$ cat src/rtl/gcd_pkg.sv
// Shared definitions for the round-robin GCD arbiter and its datapath.
// Optional build macro (used by gcd_arbiter): GCD_ARB_ZERO_ERR_EN.
package gcd_pkg;

    // Controller states; encoding is fixed so it can be probed externally.
    typedef enum logic [1:0] {
        IDLE = 2'b00,
        RUN  = 2'b01,
        DONE = 2'b10
    } state_t;

    // Default operand width and requester count.
    localparam int GCD_WIDTH = 8;
    localparam int GCD_NREQ  = 4;

endpackage

$ cat src/rtl/gcd_engine.sv
// Subtraction-based GCD datapath: loads an operand pair, then repeatedly
// subtracts the smaller operand from the larger one until the pair is equal
// or one side is zero. The controller decides when to load and when to step.
module gcd_engine
    import gcd_pkg::*;
#(
    parameter int WIDTH = GCD_WIDTH
) (
    input  logic             clk,
    input  logic             load,
    input  logic             step,
    input  logic [WIDTH-1:0] a,
    input  logic [WIDTH-1:0] b,
    output logic             term,
    output logic [WIDTH-1:0] result
);

    logic [WIDTH-1:0] x;
    logic [WIDTH-1:0] y;

    // Termination test and result: with one side zero, x|y yields the other
    // side; with both equal, x|y is that common value.
    always_comb begin
        term   = (x == y) || (x == '0) || (y == '0);
        result = x | y;
    end

    // Operand registers: load on accept, otherwise one subtraction per step.
    // The larger operand is always the minuend, so no underflow is possible.
    always_ff @(posedge clk) begin
        if (load) begin
            x <= a;
            y <= b;
        end else if (step && !term) begin
            if (x > y) begin
                x <= x - y;
            end else begin
                y <= y - x;
            end
        end
    end

endmodule

$ cat src/rtl/gcd_arbiter.sv
// Round-robin front end sharing one gcd_engine among N_REQ requesters.
// One job is in flight at a time; the answer is returned on a shared
// response bus together with a one-hot ack pulse for the owner.
// Optional build macro: GCD_ARB_ZERO_ERR_EN adds rsp_err, flagging jobs
// that arrived with a zero operand (those then answer rsp_gcd=0).
module gcd_arbiter
    import gcd_pkg::*;
#(
    parameter int N_REQ = GCD_NREQ,
    parameter int WIDTH = GCD_WIDTH,
    localparam int ID_W = $clog2(N_REQ)
) (
    input  logic                   clk,
    input  logic                   rst,
    input  logic [N_REQ-1:0]       req,
    input  logic [N_REQ*WIDTH-1:0] a_in,
    input  logic [N_REQ*WIDTH-1:0] b_in,
    output logic [N_REQ-1:0]       ack,
    output logic                   rsp_valid,
    output logic [ID_W-1:0]        rsp_id,
    output logic [WIDTH-1:0]       rsp_gcd,
    output logic                   busy
`ifdef GCD_ARB_ZERO_ERR_EN
    ,
    output logic                   rsp_err
`endif
);

    state_t           state;
    logic [ID_W-1:0]  rr_ptr;
    logic [ID_W-1:0]  id;
    logic [ID_W-1:0]  grant_id;
    logic             any_req;
    logic [WIDTH-1:0] a_sel;
    logic [WIDTH-1:0] b_sel;
    logic             eng_load;
    logic             eng_step;
    logic             term;
    logic [WIDTH-1:0] result;
`ifdef GCD_ARB_ZERO_ERR_EN
    logic             zero_job;
`endif

    // First requester with req set, scanning upward from ptr and wrapping.
    function automatic logic [ID_W-1:0] rr_pick(input logic [N_REQ-1:0] r,
                                                input logic [ID_W-1:0]  ptr);
        logic [ID_W-1:0] pick;
        logic            found;
        int              idx;
        pick  = '0;
        found = 1'b0;
        for (int i = 0; i < N_REQ; i++) begin
            idx = (int'(ptr) + i) % N_REQ;
            if (!found && r[idx]) begin
                pick  = ID_W'(idx);
                found = 1'b1;
            end
        end
        return pick;
    endfunction

    // Successor index modulo N_REQ (N_REQ need not be a power of two).
    function automatic logic [ID_W-1:0] wrap_inc(input logic [ID_W-1:0] v);
        return (int'(v) == N_REQ - 1) ? '0 : v + 1'b1;
    endfunction

    // One-hot decode of a requester index.
    function automatic logic [N_REQ-1:0] onehot(input logic [ID_W-1:0] v);
        logic [N_REQ-1:0] sel;
        sel    = '0;
        sel[v] = 1'b1;
        return sel;
    endfunction

    // Arbitration and operand steering for the candidate grant.
    always_comb begin
        any_req  = |req;
        grant_id = rr_pick(req, rr_ptr);
        a_sel    = a_in[grant_id*WIDTH +: WIDTH];
        b_sel    = b_in[grant_id*WIDTH +: WIDTH];
        eng_load = (state == IDLE) && any_req;
        eng_step = (state == RUN);
    end

    gcd_engine #(
        .WIDTH (WIDTH)
    ) u_engine (
        .clk    (clk),
        .load   (eng_load),
        .step   (eng_step),
        .a      (a_sel),
        .b      (b_sel),
        .term   (term),
        .result (result)
    );

    // Controller: IDLE accepts a job, RUN iterates until the engine reports
    // termination, DONE presents the registered response for one cycle.
    always_ff @(posedge clk) begin
        if (rst) begin
            state     <= IDLE;
            rr_ptr    <= '0;
            id        <= '0;
            ack       <= '0;
            rsp_valid <= 1'b0;
            rsp_id    <= '0;
            rsp_gcd   <= '0;
            busy      <= 1'b0;
`ifdef GCD_ARB_ZERO_ERR_EN
            zero_job  <= 1'b0;
            rsp_err   <= 1'b0;
`endif
        end else begin
            case (state)
                IDLE: begin
                    ack       <= '0;
                    rsp_valid <= 1'b0;
                    if (any_req) begin
                        id    <= grant_id;
                        state <= RUN;
                        busy  <= 1'b1;
`ifdef GCD_ARB_ZERO_ERR_EN
                        zero_job <= (a_sel == '0) || (b_sel == '0);
`endif
                    end
                end
                RUN: begin
                    if (term) begin
                        state     <= DONE;
                        rsp_valid <= 1'b1;
                        ack       <= onehot(id);
                        rsp_id    <= id;
`ifdef GCD_ARB_ZERO_ERR_EN
                        rsp_gcd   <= zero_job ? '0 : result;
                        rsp_err   <= zero_job;
`else
                        rsp_gcd   <= result;
`endif
                    end
                end
                DONE: begin
                    state     <= IDLE;
                    rsp_valid <= 1'b0;
                    ack       <= '0;
                    busy      <= 1'b0;
                    rr_ptr    <= wrap_inc(id);
                end
                default: begin
                    state     <= IDLE;
                    rsp_valid <= 1'b0;
                    ack       <= '0;
                    busy      <= 1'b0;
                end
            endcase
        end
    end

endmodule

$ cat config.mk
export PLATFORM = sky130hd
export DESIGN_NAME = gcd_arbiter
export DESIGN_NICKNAME = d
export VERILOG_FILES = /design/src/rtl/gcd_pkg.sv /design/src/rtl/gcd_engine.sv /design/src/rtl/gcd_arbiter.sv
export SDC_FILE = /design/constraint.sdc
export NUM_CORES = 1
export LEC_CHECK = 0
export BUFFER_PORTS_ARGS = -buffer_cell sky130_fd_sc_hd__buf_2
export CORE_UTILIZATION = 32
export CTS_BUF_LIST = sky130_fd_sc_hd__clkbuf_4 sky130_fd_sc_hd__clkbuf_8
export CTS_CLUSTER_SIZE = 20
export DETAILED_ROUTE_END_ITERATION = 8
export GPL_ROUTABILITY_DRIVEN = 0
export SLEW_MARGIN = 40
export SYNTH_ARGS = -nofsm -noshare
export SYNTH_HDL_FRONTEND = slang
export SYNTH_SLANG_ARGS = --single-unit
$ cat constraint.sdc
create_clock -name clk -period 3.1 [get_ports clk]
set_input_delay 0.62 -clock clk [delete_from_list [all_inputs] [get_ports clk]]
set_output_delay 0.62 -clock clk [all_outputs]
set_load 0.05 [all_outputs]
==> results of run 1 <==
==> cells by family after synthesis <==
kind of cell / share of synthesized area, %
muxes: 13.28
and+or+nand+nor: 12.61
DFF: 33.02
adders and majority gates: 13.55
buffers and inverters: 6.325
xor gates and xnor gates: 3.768
AOI/OAI and AO/OA: 17.45
==> path summary, 6_finish.rpt <==
path                                      end  slack [ns]  depth (start not counted)
worst max-delay path            u_engine.y[1]        0.50                          8
worst min-delay path                rsp_valid        0.47                          2
worst max register to register  u_engine.y[1]        0.50                          8
worst min register to register      rsp_valid        0.47                          2
==> synth_stat cells, types with 5 or more instances <==
cell type / n
a211oi_1: 6
a21oi_1: 15
a222oi_1: 10
clkbuf_1: 8
dfxtp_1: 22
edfxtp_1: 16
ha_1: 27
inv_1: 28
mux2i_1: 37
nand2_1: 5
nand2b_1: 6
nor2_1: 28
nor4_1: 6
o21ai_0: 5
o21bai_1: 5
xnor2_1: 8
==> worst max-delay path, cell delays in order, from the launching register on <==
cell	delay, ns
edfxtp_1	0.42
inv_1	0.09
ha_1	0.40
or4_4	0.59
nand2b_4	0.18
nand3_1	0.11
buf_4	0.17
nor2_1	0.06
a21o_1	0.31
==> layout make-up <==
class                      count  area share (%)
clock buffer                   5           1.986
clock inverter                 3          0.6139
inverter                      28           3.034
multi-input combinational    207           49.19
sequential                    38           26.58
tap                          105           3.792
timing repair buffer          94           14.81
==> per-layer routing <==
layer	track usage, %	up-vias
li1	-	1226
met1	23.54	1108
met2	24.64	104
met3	2.313	7
met4	5.429	0
met5	0	-
==> cell usage in the layout, fill, tap and decap left out, drive strengths merged, types with 7 or more instances in the layout <==
cell type	instances
ha	27
nor4	7
nor2	28
dfxtp	22
buf	94
nand2b	7
a211oi	8
a222oi	10
a21oi	15
mux2i	37
inv	28
xnor2	8
edfxtp	16
==> flip-flops by register name, summed over array words and instances (netlist names) <==
name	cells
ack	4
busy	1
id	2
rr_ptr	2
rsp_gcd	8
rsp_id	2
rsp_valid	1
state	2
u_engine.x	8
u_engine.y	8
==> power by group <==
group          switching, mW  internal, mW
clock                  0.187         0.158
sequential             0.129         0.709
combinational           1.04         0.769
total                   1.36          1.64
==> metrics.cfg, run 1 <==
[setup_path]
path_class=reg -> reg
r2r-start=u_engine.y[5]
worstPathArrival_ns=2.62
crit_start=u_engine.y[5]
cp-end-kind=flop
required_ns=3.12
cp_max_fo=8
critPathLaunchType=flop

[synth]
syn_inst=287
syn_area_per_cell_sq_um=9.718
seq_area_frac_synth_pct=33.02
netlist_area_sq_mm=0.002789
syn-num-nets=386
synth-edff-count=16
ys_ff_latch=38
synthTopCellsByArea=edfxtp_1, dfxtp_1, mux2i_1, ha_1, inv_1
synth_top_area_share_pct=17.23
yosysTopAreaCell=edfxtp_1
ys_warn_count=0
synthDistinctLibCells=45
synth_flop_cell=dfxtp_1
synthArstFlopShare_pct=0

[timing]
slew_viol_final=0
period_needed_ns=2.602
skew_ns=0.01319
hold_viol_final=0
setup_violations=0
worst_pin_slew_ns=0.6872
rsz0062_at_grt=no
worst_slack_ns=0.4979
fin_crit_sh_pct=83.94
holdWs_ns=0.4727
fmax_mhz=384.3
slew_headroom_pct=53.88
timing.setup.tns_ns=0

[grt]
overflow=0
grt_pass1_wl_um=11370
grt_antenna_before_repair=0
grt_pass1_vias=2285
grt_max_degree=19
gr-usage-all-layers_pct=16.29

[finish]
layout-drive-gt1-share_pct=30.13
multi_input_area_sq_mm=0.001704
final_area_sq_mm=0.003465
n_fill_cell=839
final_cells=480
nNetsFinal=473
regArea_sq_um=920.9
final_util_pct=41.54
area_growth_pct=24.23
antennaDiodeCount=0

[cts]
cts_tree=built
cts_resized=0
insertion_delay_ns=0.30
numCtsBuffers=5
clock_sinks=38
cts.path.max_buffers=2
cts_setup_buffers=0
hold_buffers=0
cts_root_buffer=clkbuf_8
cts-htree-levels=2
path_clk_slew_ns=0.08

[place]
dp_cells=472
place_ws_ns=0.4409
dp_hpwl_um=5631
port_buffers=85
placed_area_sq_mm=0.003369

[power]
irDropWorstVdd_mv=0.3416
p_per_area_mw_per_mm2=864.2
p_leak_nw=1.672
report.power.total_mw=2.994

[drt]
drcViolationCount=0
wire_per_inst_um=14.51
dr.pass1.iters=7
routed_via_density=5.094
wl_met3_um=498
vias=2445
routed_wl_um=6963
wl_met2_um=2962
ant_nets=0
drt_iter0_markers=189
top_layer=met4
wirelength_met1_um=3388

[floorplan]
rows=33
dieArea_sq_mm=0.009093
die_h_um=95.36
core_area_sq_mm=0.008341
die_w_um=95.36
start_util_pct=33.44
top_level_ports=86

[worst_hold_path]
hp-class=reg -> reg
min-delay-start=rsp_valid

[run]
max_cap_violations=0

[outcome]
run_status=complete, no violations

No activity file was read; power rests on OpenSTA's default activity.
==> run 2, diff against run 1 <==
- clock period: 3.1 -> 2.1 ns (I/O delays scaled with it)
==> metrics.cfg, run 2 (same netlist as run 1, synthesis figures left out) <==
[setup_path]
rr_worst_depth=8
required_ns=2.17
cp_max_fo=8
path_class=reg -> reg
worstPathArrival_ns=2.30
timing.rr.end=u_engine.y[4]
r2r-start=u_engine.x[4]
crit_slowest_cell=or4_4
cpPeakStageDelay_ns=0.54
cp-end-kind=flop
critPathLaunchType=flop
worstPathCellList=inv_2, ha_4, or4_4, nand2b_4, nand3_4, nor2_2, a21o_1, buf_12
r2r_slack_ns=-0.13

[drt]
drt_iter0_markers=130
routed_via_density=5.026
ant_nets=0
routed_wl_um=8286
wire_per_inst_um=15.26
vias=2729
dr.pass1.iters=5
drcViolationCount=0

[timing]
worst_slack_ns=-0.1325
slew_viol_final=0
rsz0062_at_grt=yes
hold_viol_final=0
fmax_mhz=447.9
fin_crit_sh_pct=106.3
setup_violations=35
slew_headroom_pct=67.67
period_needed_ns=2.232
worst_pin_slew_ns=0.4849
skew_ns=0.004537

[power]
p_per_area_mw_per_mm2=1453
p_leak_nw=2.028
report.power.total_mw=6.153
irDropWorstVdd_mv=0.7812

[floorplan]
die_h_um=95.36
core_area_sq_mm=0.008341
top_level_ports=86
rows=33
start_util_pct=33.44
dieArea_sq_mm=0.009093
die_w_um=95.36

[cts]
cts_root_buffer=clkbuf_8
cts-htree-levels=2
cts.path.max_buffers=2
insertion_delay_ns=0.29
cts_tree=built
clock_sinks=38
path_clk_slew_ns=0.08
numCtsBuffers=5

[finish]
antennaDiodeCount=0
final_area_sq_mm=0.004235
layout_commonest_cell=buf_2
final_cells=543
layout_common_cells=buf_2, buf_4, mux2i_1, nor2_1, dfxtp_1
nNetsFinal=536
n_fill_cell=786
layout-drive-gt1-share_pct=50.00
area_growth_pct=51.86
largestRegisters=rsp_gcd (8), u_engine.x (8), u_engine.y (8)

[place]
dp_hpwl_um=6242
port_buffers=85
dp_cells=520
placed_area_sq_mm=0.003751

[worst_hold_path]
holdPathEnd=rsp_valid
min-delay-start=rsp_valid
hp-class=reg -> reg
hold_depth=2

[grt]
overflow=0
gr-usage-all-layers_pct=18.13
grt_pass1_vias=2659
grt_max_degree=18
grt_pass1_wl_um=12680
grt_antenna_before_repair=0

[outcome]
run_status=finished with violations
violations=setup timing

[run]
max_cap_violations=0

run 2: changes by cell type in the layout (fill, tap and decap cells not counted), sizes merged:
cell      before  now
clkinv         2    1
buf           94  157
clkinvlp       1    0
clkbuf         5    7
run 2: routing by layer:
metal | part of all wire (%) | wire, um | up-vias | GRT usage [%]
met5 | 0 | 0 | - | 0
met4 | 1.7 | 138 | 0 | 5.808
met3 | 6.9 | 572 | 12 | 2.073
met2 | 46 | 3834 | 114 | 29.17
met1 | 45 | 3742 | 1251 | 25.18
li1 | - | - | 1352 | -
run 2: worst max-delay path by stage:
stage	depth (start not counted)	slack, ns	start	end
2_1_floorplan	9	-0.09	u_engine.x[6]	rsp_gcd[5]
3_3_place_gp	7	-0.16	u_engine.y[3]	u_engine.x[6]
3_5_place_dp	7	-0.27	u_engine.y[0]	u_engine.x[4]
4_1_cts	9	-0.1	u_engine.y[3]	u_engine.y[1]
5_1_grt	9	-0.21	u_engine.x[0]	u_engine.x[6]
6_report	8	-0.13	u_engine.x[4]	u_engine.y[4]
run 2: cell type report:
cell class	count	area, sq um	area share, %
repair buffers	157	1026	24.22
multi-input cells	207	1952	46.09
clock inverters	1	5.005	0.1182
well taps	105	131.4	3.102
flip-flops and latches	38	920.9	21.74
inverters	28	110.1	2.600
clock buffers	7	90.09	2.127
run 2: per-stage QoR:
step                hold WS (ns)  worst slack (ns)  util, %  TNS, ns
floorplan                 0.4939          -0.09044        -   -1.485
global placement          0.4490           -0.1577    44.97   -2.953
detailed placement        0.4665           -0.2709    44.97   -5.347
CTS                       0.4838          -0.09804    48.69   -1.831
global route              0.4969           -0.2148    50.78   -5.279
finish                    0.4825           -0.1325    50.78   -2.801
run 2: worst max-delay path: cells and delay by family, from the launching register on:
kind / cells / cell delay (ns)
compound gates: 1 / 0.21
fa+ha+maj: 1 / 0.20
buf+inv: 2 / 0.26
flops: 1 / 0.44
simple gates: 4 / 0.89
run 2: power by group:
group          total (mW)  switching [mW]  internal (mW)  leakage [nW]
sequential           1.19           0.150           1.04         0.336
combinational        4.41            2.18           2.24          1.64
clock               0.545           0.267          0.278        0.0517
total                6.15            2.60           3.56          2.03
run 2: repair_timing:
action,in CTS,in global routing
cloned,1,0
resized for setup,30,28
endpoints found under the setup margin,37,37
buffers inserted,9,5
pin swaps,24,18
hold buffers,0,0
